===== src/rtl/uart_frame_parser_pkg.sv =====
// rtl/uart_frame_parser_pkg.sv - shared states, command codes, error codes and defaults for the frame parser
package uart_frame_pkg;

    typedef enum logic [2:0] {
        ST_HUNT,
        ST_CMD,
        ST_ADDR,
        ST_LEN,
        ST_DATA,
        ST_CHK
    } state_t;

    localparam logic [7:0] HEADER = 8'hA5;
    localparam logic [7:0] CMD_WR = 8'h01;
    localparam logic [7:0] CMD_RD = 8'h02;

    localparam logic [1:0] ERR_NONE    = 2'd0;
    localparam logic [1:0] ERR_CHK     = 2'd1;
    localparam logic [1:0] ERR_CMD_LEN = 2'd2;
    localparam logic [1:0] ERR_TIMEOUT = 2'd3;

    localparam int DEF_TIMEOUT = 260_000;
    localparam int TIMER_W     = 24;

    typedef struct packed {
        logic       wren;
        logic [7:0] waddr;
        logic [7:0] wdata;
        logic       rd_req;
        logic [7:0] rd_addr;
        logic [7:0] rd_len;
        logic       frame_ok;
        logic       frame_err;
        logic [1:0] err_code;
    } out_t;

endpackage


===== src/rtl/uart_frame_parser_if.sv =====
// rtl/uart_frame_parser_if.sv - byte input and RAM/read-sequencer outputs of the frame parser
interface uart_frame_parser_if;
    logic [7:0] rx_data;
    logic       rx_done;
    logic       wren;
    logic [7:0] waddr;
    logic [7:0] wdata;
    logic       rd_req;
    logic [7:0] rd_addr;
    logic [7:0] rd_len;
    logic       frame_ok;
    logic       frame_err;
    logic [1:0] err_code;

    modport slave (
        input  rx_data, rx_done,
        output wren, waddr, wdata, rd_req, rd_addr, rd_len, frame_ok, frame_err, err_code
    );

    modport master (
        output rx_data, rx_done,
        input  wren, waddr, wdata, rd_req, rd_addr, rd_len, frame_ok, frame_err, err_code
    );
endinterface


===== src/rtl/uart_frame_parser_timer.sv =====
// rtl/uart_frame_parser_timer.sv - inter-byte timeout counter with clear, enable and expire
module frame_timer
    import uart_frame_pkg::*;
#(
    parameter int TIMEOUT = DEF_TIMEOUT
) (
    input  logic clk,
    input  logic rst,
    input  logic clr,
    input  logic en,
    output logic expire
);

    logic [TIMER_W-1:0] count;

    // A clear in the expiry cycle suppresses the expiry: the arriving byte wins.
    assign expire = en && !clr && (count == TIMER_W'(TIMEOUT - 1));

    always_ff @(posedge clk or negedge rst) begin
        if (!rst) begin
            count <= '0;
        end else if (clr || !en || expire) begin
            count <= '0;
        end else begin
            count <= count + TIMER_W'(1);
        end
    end

endmodule


===== src/rtl/uart_frame_parser.sv =====
// rtl/uart_frame_parser.sv - framed command parser turning UART bytes into RAM writes and read requests
module uart_frame_parser
    import uart_frame_pkg::*;
#(
    parameter int TIMEOUT = DEF_TIMEOUT
) (
    input logic                clk,
    input logic                rst,
    uart_frame_parser_if.slave bus
);

    state_t     state_q, state_d;
    logic [7:0] chk_q, chk_d;
    logic [7:0] addr_q, addr_d;
    logic [7:0] cnt_q, cnt_d;
    logic       is_rd_q, is_rd_d;
    out_t       out_q, out_d;
    logic       expire;

    frame_timer #(.TIMEOUT(TIMEOUT)) u_timer (
        .clk    (clk),
        .rst    (rst),
        .clr    (bus.rx_done),
        .en     (state_q != ST_HUNT),
        .expire (expire)
    );

    always_comb begin
        state_d         = state_q;
        chk_d           = chk_q;
        addr_d          = addr_q;
        cnt_d           = cnt_q;
        is_rd_d         = is_rd_q;
        out_d           = out_q;
        out_d.wren      = 1'b0;
        out_d.rd_req    = 1'b0;
        out_d.frame_ok  = 1'b0;
        out_d.frame_err = 1'b0;

        if (expire) begin
            out_d.frame_err = 1'b1;
            out_d.err_code  = ERR_TIMEOUT;
            state_d         = ST_HUNT;
        end else if (bus.rx_done) begin
            case (state_q)
                ST_HUNT: begin
                    if (bus.rx_data == HEADER) begin
                        chk_d          = 8'h00;
                        out_d.err_code = ERR_NONE;
                        state_d        = ST_CMD;
                    end
                end
                ST_CMD: begin
                    if (bus.rx_data == CMD_WR || bus.rx_data == CMD_RD) begin
                        is_rd_d = (bus.rx_data == CMD_RD);
                        chk_d   = bus.rx_data;
                        state_d = ST_ADDR;
                    end else begin
                        out_d.frame_err = 1'b1;
                        out_d.err_code  = ERR_CMD_LEN;
                        state_d         = ST_HUNT;
                    end
                end
                ST_ADDR: begin
                    addr_d  = bus.rx_data;
                    chk_d   = chk_q ^ bus.rx_data;
                    state_d = ST_LEN;
                end
                ST_LEN: begin
                    if (bus.rx_data == 8'h00) begin
                        out_d.frame_err = 1'b1;
                        out_d.err_code  = ERR_CMD_LEN;
                        state_d         = ST_HUNT;
                    end else begin
                        cnt_d   = bus.rx_data;
                        chk_d   = chk_q ^ bus.rx_data;
                        state_d = is_rd_q ? ST_CHK : ST_DATA;
                    end
                end
                ST_DATA: begin
                    out_d.wren  = 1'b1;
                    out_d.waddr = addr_q;
                    out_d.wdata = bus.rx_data;
                    addr_d      = addr_q + 8'd1;
                    cnt_d       = cnt_q - 8'd1;
                    chk_d       = chk_q ^ bus.rx_data;
                    if (cnt_q == 8'd1) begin
                        state_d = ST_CHK;
                    end
                end
                ST_CHK: begin
                    // For reads addr/cnt still hold the untouched ADDR and LEN fields.
                    if (bus.rx_data == chk_q) begin
                        out_d.frame_ok = 1'b1;
                        if (is_rd_q) begin
                            out_d.rd_req  = 1'b1;
                            out_d.rd_addr = addr_q;
                            out_d.rd_len  = cnt_q;
                        end
                    end else begin
                        out_d.frame_err = 1'b1;
                        out_d.err_code  = ERR_CHK;
                    end
                    state_d = ST_HUNT;
                end
                default: state_d = ST_HUNT;
            endcase
        end
    end

    always_ff @(posedge clk or negedge rst) begin
        if (!rst) begin
            state_q <= ST_HUNT;
            chk_q   <= '0;
            addr_q  <= '0;
            cnt_q   <= '0;
            is_rd_q <= 1'b0;
            out_q   <= '0;
        end else begin
            state_q <= state_d;
            chk_q   <= chk_d;
            addr_q  <= addr_d;
            cnt_q   <= cnt_d;
            is_rd_q <= is_rd_d;
            out_q   <= out_d;
        end
    end

    assign bus.wren      = out_q.wren;
    assign bus.waddr     = out_q.waddr;
    assign bus.wdata     = out_q.wdata;
    assign bus.rd_req    = out_q.rd_req;
    assign bus.rd_addr   = out_q.rd_addr;
    assign bus.rd_len    = out_q.rd_len;
    assign bus.frame_ok  = out_q.frame_ok;
    assign bus.frame_err = out_q.frame_err;
    assign bus.err_code  = out_q.err_code;

endmodule


===== src/flat_wrapper.sv =====
// flat-port wrapper written by rule: the top's interface ports become plain ports
module uart_frame_parser_flat import uart_frame_pkg::*;
#(
    parameter int TIMEOUT = DEF_TIMEOUT
)
  (clk, rst, bus_rx_data, bus_rx_done, bus_wren, bus_waddr, bus_wdata, bus_rd_req, bus_rd_addr, bus_rd_len, bus_frame_ok, bus_frame_err, bus_err_code);
  uart_frame_parser_if bus_i ();
  input logic clk;
  input logic rst;
  input wire logic [$bits(bus_i.rx_data)-1:0] bus_rx_data;
  input wire logic [$bits(bus_i.rx_done)-1:0] bus_rx_done;
  output wire logic [$bits(bus_i.wren)-1:0] bus_wren;
  output wire logic [$bits(bus_i.waddr)-1:0] bus_waddr;
  output wire logic [$bits(bus_i.wdata)-1:0] bus_wdata;
  output wire logic [$bits(bus_i.rd_req)-1:0] bus_rd_req;
  output wire logic [$bits(bus_i.rd_addr)-1:0] bus_rd_addr;
  output wire logic [$bits(bus_i.rd_len)-1:0] bus_rd_len;
  output wire logic [$bits(bus_i.frame_ok)-1:0] bus_frame_ok;
  output wire logic [$bits(bus_i.frame_err)-1:0] bus_frame_err;
  output wire logic [$bits(bus_i.err_code)-1:0] bus_err_code;
  assign bus_i.rx_data = bus_rx_data;
  assign bus_i.rx_done = bus_rx_done;
  assign bus_wren = bus_i.wren;
  assign bus_waddr = bus_i.waddr;
  assign bus_wdata = bus_i.wdata;
  assign bus_rd_req = bus_i.rd_req;
  assign bus_rd_addr = bus_i.rd_addr;
  assign bus_rd_len = bus_i.rd_len;
  assign bus_frame_ok = bus_i.frame_ok;
  assign bus_frame_err = bus_i.frame_err;
  assign bus_err_code = bus_i.err_code;
  uart_frame_parser #(.TIMEOUT(TIMEOUT)) u_core (.clk(clk), .rst(rst), .bus(bus_i));
endmodule

===== config.mk =====
export PLATFORM = sky130hd
export DESIGN_NAME = uart_frame_parser_flat
export DESIGN_NICKNAME = d
export VERILOG_FILES = /design/src/rtl/uart_frame_parser_pkg.sv /design/src/rtl/uart_frame_parser_if.sv /design/src/rtl/uart_frame_parser_timer.sv /design/src/rtl/uart_frame_parser.sv /design/src/flat_wrapper.sv
export SDC_FILE = /design/constraint.sdc
export NUM_CORES = 1
export LEC_CHECK = 0
export ABC_CLOCK_PERIOD_IN_PS = 2000
export CAP_MARGIN = 25
export CORE_MARGIN = 1
export CORE_UTILIZATION = 50
export CTS_CLUSTER_SIZE = 24
export DETAILED_ROUTE_END_ITERATION = 7
export DONT_BUFFER_PORTS = 1
export PLACE_DENSITY = 0.66
export SKIP_LAST_GASP = 1
export SYNTH_ARGS = -nofsm -noshare
export SYNTH_HDL_FRONTEND = slang
export SYNTH_SLANG_ARGS = --single-unit

===== constraint.sdc =====
create_clock -name clk -period 2 [get_ports clk]
set_input_delay 0.3 -clock clk [delete_from_list [all_inputs] [get_ports clk]]
set_output_delay 0.3 -clock clk [all_outputs]
set_load 0.01 [all_outputs]

# Yosys cells after proc, flatten, opt, wreduce, memory -nomap -nowiden
# Index checks and enable logic that the tools add are counted.
dict set report word_totals {
  reg_bits 90
  out_inout_bits 38
  word_cells 92
  input_bits 11
}
dict set report op_classes {
  n_mux 29
  n_eq_ne 19
  add_sub_neg 3
  n_reduce_logical 24
  bitwise_logic 2
}
# op count
set op_table {}
lappend op_table {{$mux 38} 1}
lappend op_table {{$mux 18} 2}
lappend op_table {{$mux 35} 1}
lappend op_table {{$mux 17} 2}
lappend op_table {{$mux 8} 4}
lappend op_table {{$pmux 8 s2} 2}
lappend op_table {{$pmux 8 s4} 1}
lappend op_table {{$mux 3} 9}
lappend op_table {{$add 24x1->24 const B} 1}
lappend op_table {{$eq 24x18->1 const B} 1}
lappend op_table {{$mux 24} 1}
lappend op_table {{$eq 8x1->1 const B} 2}
lappend op_table {{$pmux 3 s5} 1}
lappend op_table {{$reduce_and 6->1} 2}
lappend op_table {{$ne 3x2->1 const B} 3}
lappend op_table {{$reduce_and 3->1} 3}
lappend op_table {{$add 8x1->8 const B} 1}
lappend op_table {{$eq 8x2->1 const B} 1}
lappend op_table {{$eq 8x8->1} 1}
lappend op_table {{$eq 8x8->1 const B} 1}
lappend op_table {{$logic_not 8->1} 1}
lappend op_table {{$pmux 2 s4} 1}
lappend op_table {{$reduce_and 4->1} 2}
lappend op_table {{$sub 8x1->8 const B} 1}
lappend op_table {{21 further kinds} 32}

# Longest topological paths before layout
# Gate-level depths: netlist of the first run.
dict set report logic_depth {
  ltp_word 6
  ltp_mapped 7
}

# Cells and area by module
# From an unflattened synthesis of the first run, not the netlist that was laid out.
dict set report hier_totals {
  cells_unflattened 454
  hier_area_um2 4613.2
}
# mod n_inst cells_per_inst area_each_um2
set by_module_without_submodules {}
lappend by_module_without_submodules {uart_frame_parser 1 319 3374.5}
lappend by_module_without_submodules {frame_timer 1 135 1238.7}

# Worst setup path after synthesis of the first run
# No wires, ideal clock.
dict set report synth_path {
  kind {input port to flip-flop}
  start {input port bus_rx_data[6]}
  end {register u_core.out_q, in the netlist u_core.bus.err_code[0]}
  arrival_time_ns 1.664
  path_slack_ns 0.218
  required_ns 1.882
  path_stages 5
  path_cell_list {buf_4 -> or3_4 -> o31a_4 -> a221o_1 -> a21o_1}
}
dict set report synth_via {
  elab_chain_len 4
  elab_cells_between_ends 11
  classes_between {8 x eq/ne; 3 x reduce/logical}
}
# element line_no
set synth_rtl {}
lappend synth_rtl {{start: declaration} flat_wrapper.sv:10} ;# input wire logic [$bits(bus_i.rx_data)-1:0] bus_rx_data;
lappend synth_rtl {{$eq 8x1->1 or $eq 8x2->1 (tied branches)} uart_frame_parser.sv:54} ;# if (bus.rx_data == CMD_WR || bus.rx_data == CMD_RD) begin
lappend synth_rtl {{$logic_or 1x1->1} uart_frame_parser.sv:54}
lappend synth_rtl {{$ne 3x3->1 (no line)} --}
lappend synth_rtl {{$reduce_and 6->1 (no line) (*)} --}
lappend synth_rtl {{end signal: assignment} uart_frame_parser.sv:125} ;# out_q <= out_d;
lappend synth_rtl {{end: declaration} uart_frame_parser.sv:17} ;# out_t out_q, out_d;
# Every way passes the cells marked *; elsewhere a longest branch is shown, timed or not.
# A chain may end at the register's enable or synchronous reset.

# Final worst setup path of the first run
dict set report layout_path {
  start {register u_core.state_q[1]}
  end {register u_core.state_q[0]}
}
dict set report layout_via {
  elab_chain_len 5
  elab_cells_between_ends 15
  classes_between {6 x eq/ne; 3 x mux; 6 x reduce/logical}
}
# element line_no
set layout_rtl {}
lappend layout_rtl {{start: declaration} uart_frame_parser.sv:12} ;# state_t state_q, state_d;
lappend layout_rtl {{start signal: assignment} uart_frame_parser.sv:120} ;# state_q <= state_d;
lappend layout_rtl {{parallel branches: the longest is 5 deep, another holds $pmux 3 s5} --}
# Parallel ways; which one is timed is not known. The select of a mux whose other input is x is not followed.

==> run metrics, run 1 <==
Site Rows=34; vias per cell=6.04; worst endpoint required time=2.24 ns; largest net degree at the start of global routing=91; CTS clk-pin slew, worst paths=0.09 ns; Die Y=98.3 um; asr flop ratio synth=100%; Pwr per Cell Area=1010 mW/mm^2; total number of vias=3,468; outcome=complete, but fails checks; P&R area growth vs syn=8.51%; fin crit share=95.4%; EDFF count, synth=0; Cells after Synth=458; Final Hold Vio Count=90; Seq cells post-synth=90; worst slack, placed=0.113 ns; min Tclk post-route=1.91 ns; startpoint types=flip-flop; Max clock buf depth=2; crit path kind=flip-flop to flip-flop; share of the synthesized area in the top cell type=48.6%; fin area=0.00503 sq mm; drt initial violations=186; worst-margin pin slew=0.519 ns; violated checks=DRC, hold timing; GR Util All Layers=22.4%; Post-Syn Area=0.00463 sq mm; First-pass DRT Iterations=7; Synthesis Warnings=0; later-pin clock latency in the skew report=0.36 ns; vias in the first global route=3,339; hold crit path type=input pin to asynchronous set/reset pin; Nets=476; synth cell count leaders=dfrtp_1 (90), nor2_1 (47), mux2_2 (32); biggest area consumer among synthesized cells=dfrtp_1; Antenna Violating Nets Remaining=0; synthesized area per cell=10.1 sq um; WL per Instance=17.9 um; CTS tree=built; prevailing post-synth register cell=dfrtp_1; buffers added on ports=0; CP Capture Type=flip-flop; Post-Syn Nets=473; max-slew violation count=0; Num CTS Buffers=9; Post-DP HPWL=7.05 mm; grt ovf=0; Hold WS=-0.369 ns; # DRC=5; IO Count=49; number of H-tree levels=3; antenna violations before repair=0; ranking of synthesized cells by area=dfrtp_1 (49%), mux2_2 (7.8%), xnor2_1 (4.3%), nor2_1 (3.8%), o21ai_0 (3.1%); routed wire length=10.3 mm; # diodes=0; Max Cap Viol=0; reg2reg path depth=5; synth unique cells=58; GP Congestion=0.881; share of cells above drive strength 1=15.9%; Layout Utilization=56.8%; area of the core=0.00885 sq mm; setup TNS=0 ns; TritonCTS Sinks=90; clock tree root driver cell=clkbuf_8; max_slew headroom=65.2%; Worst Path Arrival=2.15 ns; Inst Count DP=558; skew final=0.0111 ns; RSZ-0062 raised after global routing=no; Final WS setup=0.0918 ns; placed inst area=0.00479 sq mm; Setup Buffers After CTS=0; maximum clock frequency=524 MHz; effective utilization at floorplan=52.3%; crit path max fanout=11; top-count cell post-synth=dfrtp_1; Non-Filler Instances=574; peak supply drop=0.000516 V; first-pass GRT wire length=17.1 mm; Seq/Total Area, Yosys=48.6%; Final setup viols=0; leakage power=0.00219 uW; DIE AREA=0.00965 sq mm; die width=98.3 um
-- kinds of logic after synthesis --
logic type      synth area share (%)
flops                           48.6
buf+inv                         3.48
mux                             8.21
fa+ha+maj                       1.08
simple gates                    18.9
xor+xnor                        5.86
compound gates                  13.8
-- layout make-up --
type / instances / area [sq um]
Inverter: 9 / 33.8
Multi-Input combinational cell: 334 / 2220
Fill cell: 793 / 3820
Timing Repair Buffer: 17 / 153
Sequential cell: 90 / 2250
Clock buffer: 11 / 131
Clock inverter: 5 / 103
Tap cell: 108 / 135
-- final timing paths --
path | startpoint | to | slack (ns)
hold / removal | rst | u_core.bus.rd_req | -0.37
setup / recovery | u_core.state_q[1] | u_core.state_q[0] | 0.09
max in group asynchronous | rst | u_core.u_timer.count[20] | 2.25
min in group clk | bus_rx_done | u_core.cnt_q[0] | 0.04
hold reg to reg | u_core.u_timer.count[0] | u_core.u_timer.count[0] | 0.50
setup reg to reg | u_core.state_q[1] | u_core.state_q[0] | 0.09
-- layout by cell type (no fill, tap or decap), types with 3 or more instances in the layout --
cell type  instances
nand4_1           11
a21oi_1           19
ha_1               4
bufinv_16          3
a31oi_1           10
nor3b_1            3
and4_1             3
nor2b_1           10
nor3_1            13
mux2_2            32
xor2_1             8
and3_1             7
o31ai_1            3
xnor2_1           23
clkbuf_8           9
o21ai_0           29
buf_4             15
nand2_1           24
and2_1             3
nand3_1           23
a22oi_1            3
dfrtp_1           90
nor2_1            47
inv_1              9
o211ai_1           4
nand2b_1          11
nor4_1             4
a21o_1             4
o21ai_1            4
-- worst max-delay path: stages, from the launching register on --
cell     delay, ns
dfrtp_1       0.50
o31ai_1       0.50
o31ai_2       0.24
buf_4         0.21
o21a_1        0.13
a32o_1        0.21
-- per-layer routing --
| layer | GRT usage (%) | vias to the layer above | wire length [um] |
|---|---|---|---|
| li1 | - | 1647 | - |
| met1 | 32.6 | 1703 | 4880 |
| met2 | 33.9 | 105 | 4700 |
| met3 | 4.51 | 13 | 568 |
| met4 | 6.89 | 0 | 132 |
| met5 | 0 | - | 0 |
-- timing repair --
action                                 in CTS  in global routing
resized for setup                           0                  0
setup endpoints to repair                   0                  0
endpoints found under the hold margin      90                 90
-- registers in the layout (all words and copies together), names as in the netlist --
name,cells
u_core.bus.rd_len,8
u_core.chk_q,8
u_core.cnt_q,8
u_core.state_q,3
u_core.is_rd_q,1
u_core.bus.wdata,8
u_core.bus.rd_addr,8
u_core.bus.wren,1
u_core.bus.err_code,2
u_core.bus.frame_err,1
u_core.bus.frame_ok,1
u_core.bus.rd_req,1
u_core.bus.waddr,8
u_core.addr_q,8
u_core.u_timer.count,24
-- through the flow --
step	total power [uW]	hold WS (ns)
2_1_floorplan	3220	0.00441
6_report	5080	-0.369
5_1_grt	5350	-0.386
3_3_place_gp	3590	0.00787
4_1_cts	5100	-0.383
3_5_place_dp	3630	0.00856
-- where the power goes --
part	internal, uW	switching, uW
Clock	830	646
Sequential	2070	361
Combinational	541	634
Total	3440	1640
No activity file was read; power rests on OpenSTA's default activity.
==> run 2, diff against run 1 <==
Settings changed: ABC_CLOCK_PERIOD_IN_PS 2000 to 1900, CORE_ASPECT_RATIO set to 0.75.
Clock period 2 ns to 1.9 ns, I/O delays scaled along.
==> run 2 against run 1 <==
Effect of this change:
- the run ends with hold timing left
- setup slack better by 0.059 ns
- combinational power is 9% higher
- cell count is 2.4% higher
- power is 13% higher
- non-clock buffer count is 10 higher
- sequential power is 5% higher
- sequential cell count stayed put
- global-route usage is 0.23 points lower
- clock skew is 0.0041 ns lower
- largest power group unchanged
==> run metrics, run 2 (same netlist as run 1, synthesis figures left out) <==
outcome=complete, but fails checks; violated checks=hold timing; TritonCTS Sinks=90 (unchanged); worst-margin pin slew=0.435 ns (-0.0835 ns); area of the core=0.00901 sq mm (+1.8%); max reg flops=24 (unchanged); Pwr per Cell Area=1100 mW/mm^2 (+8.6%); First-pass DRT Iterations=4 (-3); Final Hold Vio Count=90 (unchanged); GR Util All Layers=22.2% (-0.23 points); fin crit share=92.1% (-3.3 points); IO Count=49 (unchanged); CP Capture Type=flip-flop; peak supply drop=0.000609 V (+18%); Num CTS Buffers=9 (unchanged); P&R area growth vs syn=12.4%; vias in the first global route=3,305 (-1.0%); min Tclk post-route=1.75 ns (-0.159 ns); Post-DP HPWL=6.88 mm (-2.4%); CTS clk-pin slew, worst paths=0.06 ns (-0.03 ns); vias per cell=5.89 (-2.5%); Non-Filler Instances=588 (+2.4%); grt ovf=0 (unchanged); Slowest cell on crit path=or4_1; WL per Instance=16.8 um (-6.2%); total number of vias=3,465 (-0.087%); max-slew violation count=0 (unchanged); leakage power=0.00229 uW (+4.4%); worst path bufs/invs=0 (-1); worst path cell trace=or4_1 > nor4_1 > nand2_1 > a21oi_1 > nor2_1; skew final=0.00706 ns (-0.00406 ns); Site Rows=30 (-12%); effective utilization at floorplan=51.4% (-0.93 points); Inst Count DP=572 (+2.5%); crit-path max cell delay=0.52 ns (+0.02 ns); number of H-tree levels=3 (unchanged); hold crit path type=input pin to asynchronous set/reset pin; buffers added on ports=0 (unchanged); Max Cap Viol=0 (unchanged); Die Y=85.4 um (-13%); CTS tree=built; worst endpoint required time=2.12 ns (-0.12 ns); clock tree root driver cell=clkbuf_16; DIE AREA=0.00966 sq mm (about the same); routed wire length=9.88 mm (-3.9%); antenna violations before repair=0 (unchanged); max_slew headroom=70.7% (+5.5 points); crit path max fanout=9 (-2); Antenna Violating Nets Remaining=0 (unchanged); RSZ-0062 raised after global routing=no; maximum clock frequency=572 MHz (+9.1%); Nets=486 (+2.1%); most common cell after layout, fill and taps aside=dfrtp_1; # diodes=0 (unchanged); later-pin clock latency in the skew report=0.34 ns (-0.02 ns); drt initial violations=180 (-3.2%); Max clock buf depth=2 (unchanged); die width=113 um (+15%); share of cells above drive strength 1=18.1% (+2.2 points); most frequent cells in the layout=dfrtp_1 (90), nor2_1 (46), mux2_2 (32); setup TNS=0 ns (unchanged); Hold WS=-0.356 ns (+0.0131 ns); first-pass GRT wire length=16.6 mm (-2.9%); startpoint types=flip-flop; largest net degree at the start of global routing=91 (unchanged); Top delay family on crit path=simple AND/OR/NAND/NOR gates; GP Congestion=0.864 (-1.9%); Most flops, register=u_core.u_timer.count; crit path kind=flip-flop to flip-flop; Final setup viols=0 (unchanged); # DRC=0 (-5); Worst Path Arrival=1.97 ns (-0.18 ns)
==> run 2: cell count changes in the layout (fill, tap and decap cells not counted) <==
cell / change
buf_4: +9
clkinv_2: +1
clkbuf_1: -1
bufinv_16: -1
clkbuf_16: +9
nor2_2: +1
nor2_1: -1
clkbuf_8: -8
buf_12: +1
==> run 2: worst reg2reg max path, stage by stage, from the launching register on <==
cell,delay (ns)
dfrtp_1,0.46
or4_1,0.53
nor4_1,0.35
nand2_1,0.10
a21oi_1,0.15
nor2_1,0.05
==> run 2: through the flow <==
stage          power, uW  hold WS [ns]  setup slack, ns  util [%]  instance area (sq um)
2_1_floorplan       3390       -0.0106            0.133         -                   4630
3_3_place_gp        3820      -0.00715            0.204      54.2                   4880
3_5_place_dp        3860      -0.00812            0.189      54.2                   4880
4_1_cts             5760        -0.373            0.175      57.8                   5200
5_1_grt             6040        -0.376           0.0106      57.8                   5210
6_report            5720        -0.356            0.150      57.8                   5210
==> run 2: power breakdown <==
group          total [uW]  internal (uW)  leakage (uW)  switching (uW)
combinational        1290            631      0.000913             658
clock                1880           1180      0.000156             696
sequential           2550           2180       0.00122             367
total                5720           4000       0.00229            1720
==> run 2: cell type report <==
cell class                      instances  area (sq um)
Sequential cell                        90          2250
Fill cell                             762          3800
Inverter                                9          33.8
Multi-Input combinational cell        334          2220
Clock inverter                          5          77.6
Tap cell                              112           140
Clock buffer                           11           243
Timing Repair Buffer                   27           240
==> run 2: worst paths after layout <==
check,from,end,slack (ns),depth (start not counted)
max,u_core.state_q[1],u_core.is_rd_q,0.15,5
min,rst,u_core.u_timer.count[13],-0.36,0
max reg2reg,u_core.state_q[1],u_core.is_rd_q,0.15,5
min reg2reg,u_core.u_timer.count[0],u_core.u_timer.count[0],0.48,1
max in group asynchronous,rst,u_core.u_timer.count[17],2.11,0
min in group clk,bus_rx_done,u_core.cnt_q[0],0.04,1
==> run 2: metal layers <==
metal	global-route usage, %	routed length (um)	up-vias
li1	-	-	1664
met1	31.9	4970	1715
met2	32.3	4310	81
met3	6.57	513	5
met4	6.94	87	0
met5	0	0	-
==> run 2: what timing repair did <==
item | 4_1_cts | 5_1_grt
buffers inserted | 0 | 0
gates resized for setup | 0 | 1
endpoints found under the setup margin | 0 | 1
endpoints found under the hold margin | 90 | 90
==> RTL edit, RTL diff (flow settings as in run 1) <==
Take the reset off `addr_q` and load it in a clocked block of its own.
--- a/src/rtl/uart_frame_parser.sv
+++ b/src/rtl/uart_frame_parser.sv
@@ -114,3 +114,2 @@
             chk_q   <= '0;
-            addr_q  <= '0;
             cnt_q   <= '0;
@@ -121,3 +120,2 @@
             chk_q   <= chk_d;
-            addr_q  <= addr_d;
             cnt_q   <= cnt_d;
@@ -126,2 +124,6 @@
         end
+    end
+
+    always_ff @(posedge clk) begin
+        addr_q <= addr_d;
     end
Check against the original RTL: no difference found for any inputs over 4 cycles, from zero or initial values and one cycle with rst low; that may be too few to reach the edited logic, so the function may still have changed.
==> RTL edit against run 1 <==
  * The run ends with hold timing left
  * Sequential cell count stayed put
  * Worst setup slack got worse by 0.020 ns
  * Critical path depth is 2 higher
  * Sequential power is 8% higher
  * Routed wire length down 2.6%
  * Core utilization is 0.79 points higher
  * Cell area grew 0.42%
  * Area after synthesis shrank 1.5%
  * Non-clock buffer count up 14
  * Global-route usage up 0.17 points
  * Power increased by 5.6%
==> RTL edit: results (changes against run 1) <==
Parameter                              Value

Run status
  Result of the run ... finished, violations left
  Violated checks ... hold timing

Global routing
  Total GRT Usage ... 0.226 (+0.00165)
  Pin count of the biggest net entering global routing ... 83 (-8.8%)
  Number of antenna violations at the first check in global routing ... 0 (unchanged)
  Wire length of the first global-routing pass ... 17000 microns (-0.37%)
  Number of global-route vias before repair ... 3377 (+1.1%)

Route
  Detailed router's first-iteration violation count ... 130 (-30%)
  Total iterations of the first detailed-routing run ... 5 (-2)
  Detail-routed net length per standard cell ... 17.6 microns (-1.9%)
  Vias after detailed routing ... 3338 (-3.7%)
  Detailed Route WL ... 10000 microns (-2.6%)

Finish
  Number of nets in the layout ... 472 (-0.84%)
  Number of flip-flops in the largest register ... 24 (unchanged)
  Antenna Diode Count ... 0 (unchanged)
  Share of layout cells above drive strength 1 ... 0.212 (+0.0533)

Worst setup path
  Worst-path maximum fanout ... 17 (+6)
  Slowest-stage cell, CP ... dfrtp_1
  Worst endpoint data arrival time ... 2.19 ns (+0.04 ns)
  Cell family with the largest share of critical-path delay ... simple AND/OR/NAND/NOR gates
  Maximum cell stage delay along the critical path ... 0.43 ns (-0.07 ns)

Placement
  Hpwl dp ... 6960 microns (-1.3%)
  Number of placed instances, taps included ... 554 (-0.72%)
  Place WS ... 0.0462 ns (-0.0670 ns)
  Placement-stage cell area ... 0.00484 sq mm (+0.97%)
  Routability Congestion ... 0.866 (-1.6%)

Synthesis
  Fraction of the mapped netlist area in adder cells ... 0.0110 (+0.000160)
  Xor and xnor area share after synthesis ... 0.0710 (+0.0124)
  Sequential fraction of the synthesis area ... 0.502 (+0.0160)
  Proportion of register bits with asynchronous set or reset after synthesis ... 0.911 (-0.0889)
  Most common library cells after synthesis ... 82 x dfrtp_1, 48 x nor2_1, 33 x mux2_2
  Syn_nets ... 453 (-4.2%)
  Biggest area contributors in the synthesized netlist ... dfrtp_1 45%, mux2_2 8.1%, xnor2_1 5.4%
  Number of unique standard cell types used by synthesis ... 60 (+3.4%)
  Mapped Cells ... 438 (-4.4%)
  Post-synth EDFFs ... 8 (+8)
  Multiplexer fraction of the synthesized cell area ... 0.0858 (+0.00368)
  Complex-gate fraction of the synthesized area ... 0.111 (-0.0273)

STA
  Hold Violations, Final ... 82 (-8.9%)
  Setup clock skew after layout ... 0.00987 ns (-0.00125 ns)
  Worst hold slack across all endpoints ... -0.392 ns (-0.0227 ns)
  Worst Tran Pin Value ... 0.530 ns (+0.0110 ns)

Pwr
  Static Leakage ... 2.09 nW (-4.6%)
  Max VDD drop ... 0.567 mV (+9.8%)
  P_sw ... 1.86 mW (+13%)

Worst hold path
  Worst min path class ... in2async

Clock tree
  Clock insertion delay at the later pin of the skew report ... 0.37 ns
  Post-cts sizing count ... 0 (unchanged)
  Number of buffers on the longest clock path ... 2 (unchanged)
  Depth of the CTS H-tree ... 3 (unchanged)
RTL edit: logic make-up (layout without fill, tap and decap cells):
logic type,after synthesis,in the layout
and+or+nand+nor,159,159
DFF,90,90
AOI/OAI and AO/OA,75,75
buffers and inverters,38,62
xor gates and xnor gates,37,37
muxes,35,35
adders and majority gates,4,4
RTL edit: layout make-up:
type / instances / area [sq um]
inverters: 15 / 56.3
clock buffers: 9 / 124
repair buffers: 31 / 245
well taps: 108 / 135
fillers: 748 / 3720
flip-flops and latches: 90 / 2290
multi-input cells: 310 / 2120
clock inverters: 7 / 76.3
RTL edit: path summary, 6_finish.rpt:
check                                        startpoint                      end  slack (ns)  cells past startpoint
worst max register to register          u_core.chk_q[1]     u_core.bus.rd_len[7]        0.07                      7
min in group clk                            bus_rx_done     u_core.bus.frame_err        0.06                      1
worst max-delay path                    u_core.chk_q[1]     u_core.bus.rd_len[7]        0.07                      7
worst min register to register  u_core.u_timer.count[0]  u_core.u_timer.count[0]        0.50                      1
worst min-delay path                                rst    u_core.bus.rd_addr[2]       -0.39                      0
max in group asynchronous                           rst  u_core.u_timer.count[8]        2.22                      0
RTL edit: power groups by stage:
| stage | sequential, mW | clock (mW) | combinational, mW |
|---|---|---|---|
| floorplan | 2.55 | 0 | 1.06 |
| global placement | 2.65 | 0 | 1.41 |
| detailed placement | 2.66 | 0 | 1.44 |
| CTS | 2.62 | 1.31 | 1.45 |
| global route | 2.68 | 1.38 | 1.61 |
| finish | 2.62 | 1.29 | 1.46 |
RTL edit: layer usage:
metal	up-vias	global-route usage	share of wire
met5	-	0	0
met1	1636	0.307	0.46
met4	0	0.0882	0.020
met2	86	0.344	0.46
li1	1598	-	-
met3	18	0.0626	0.054
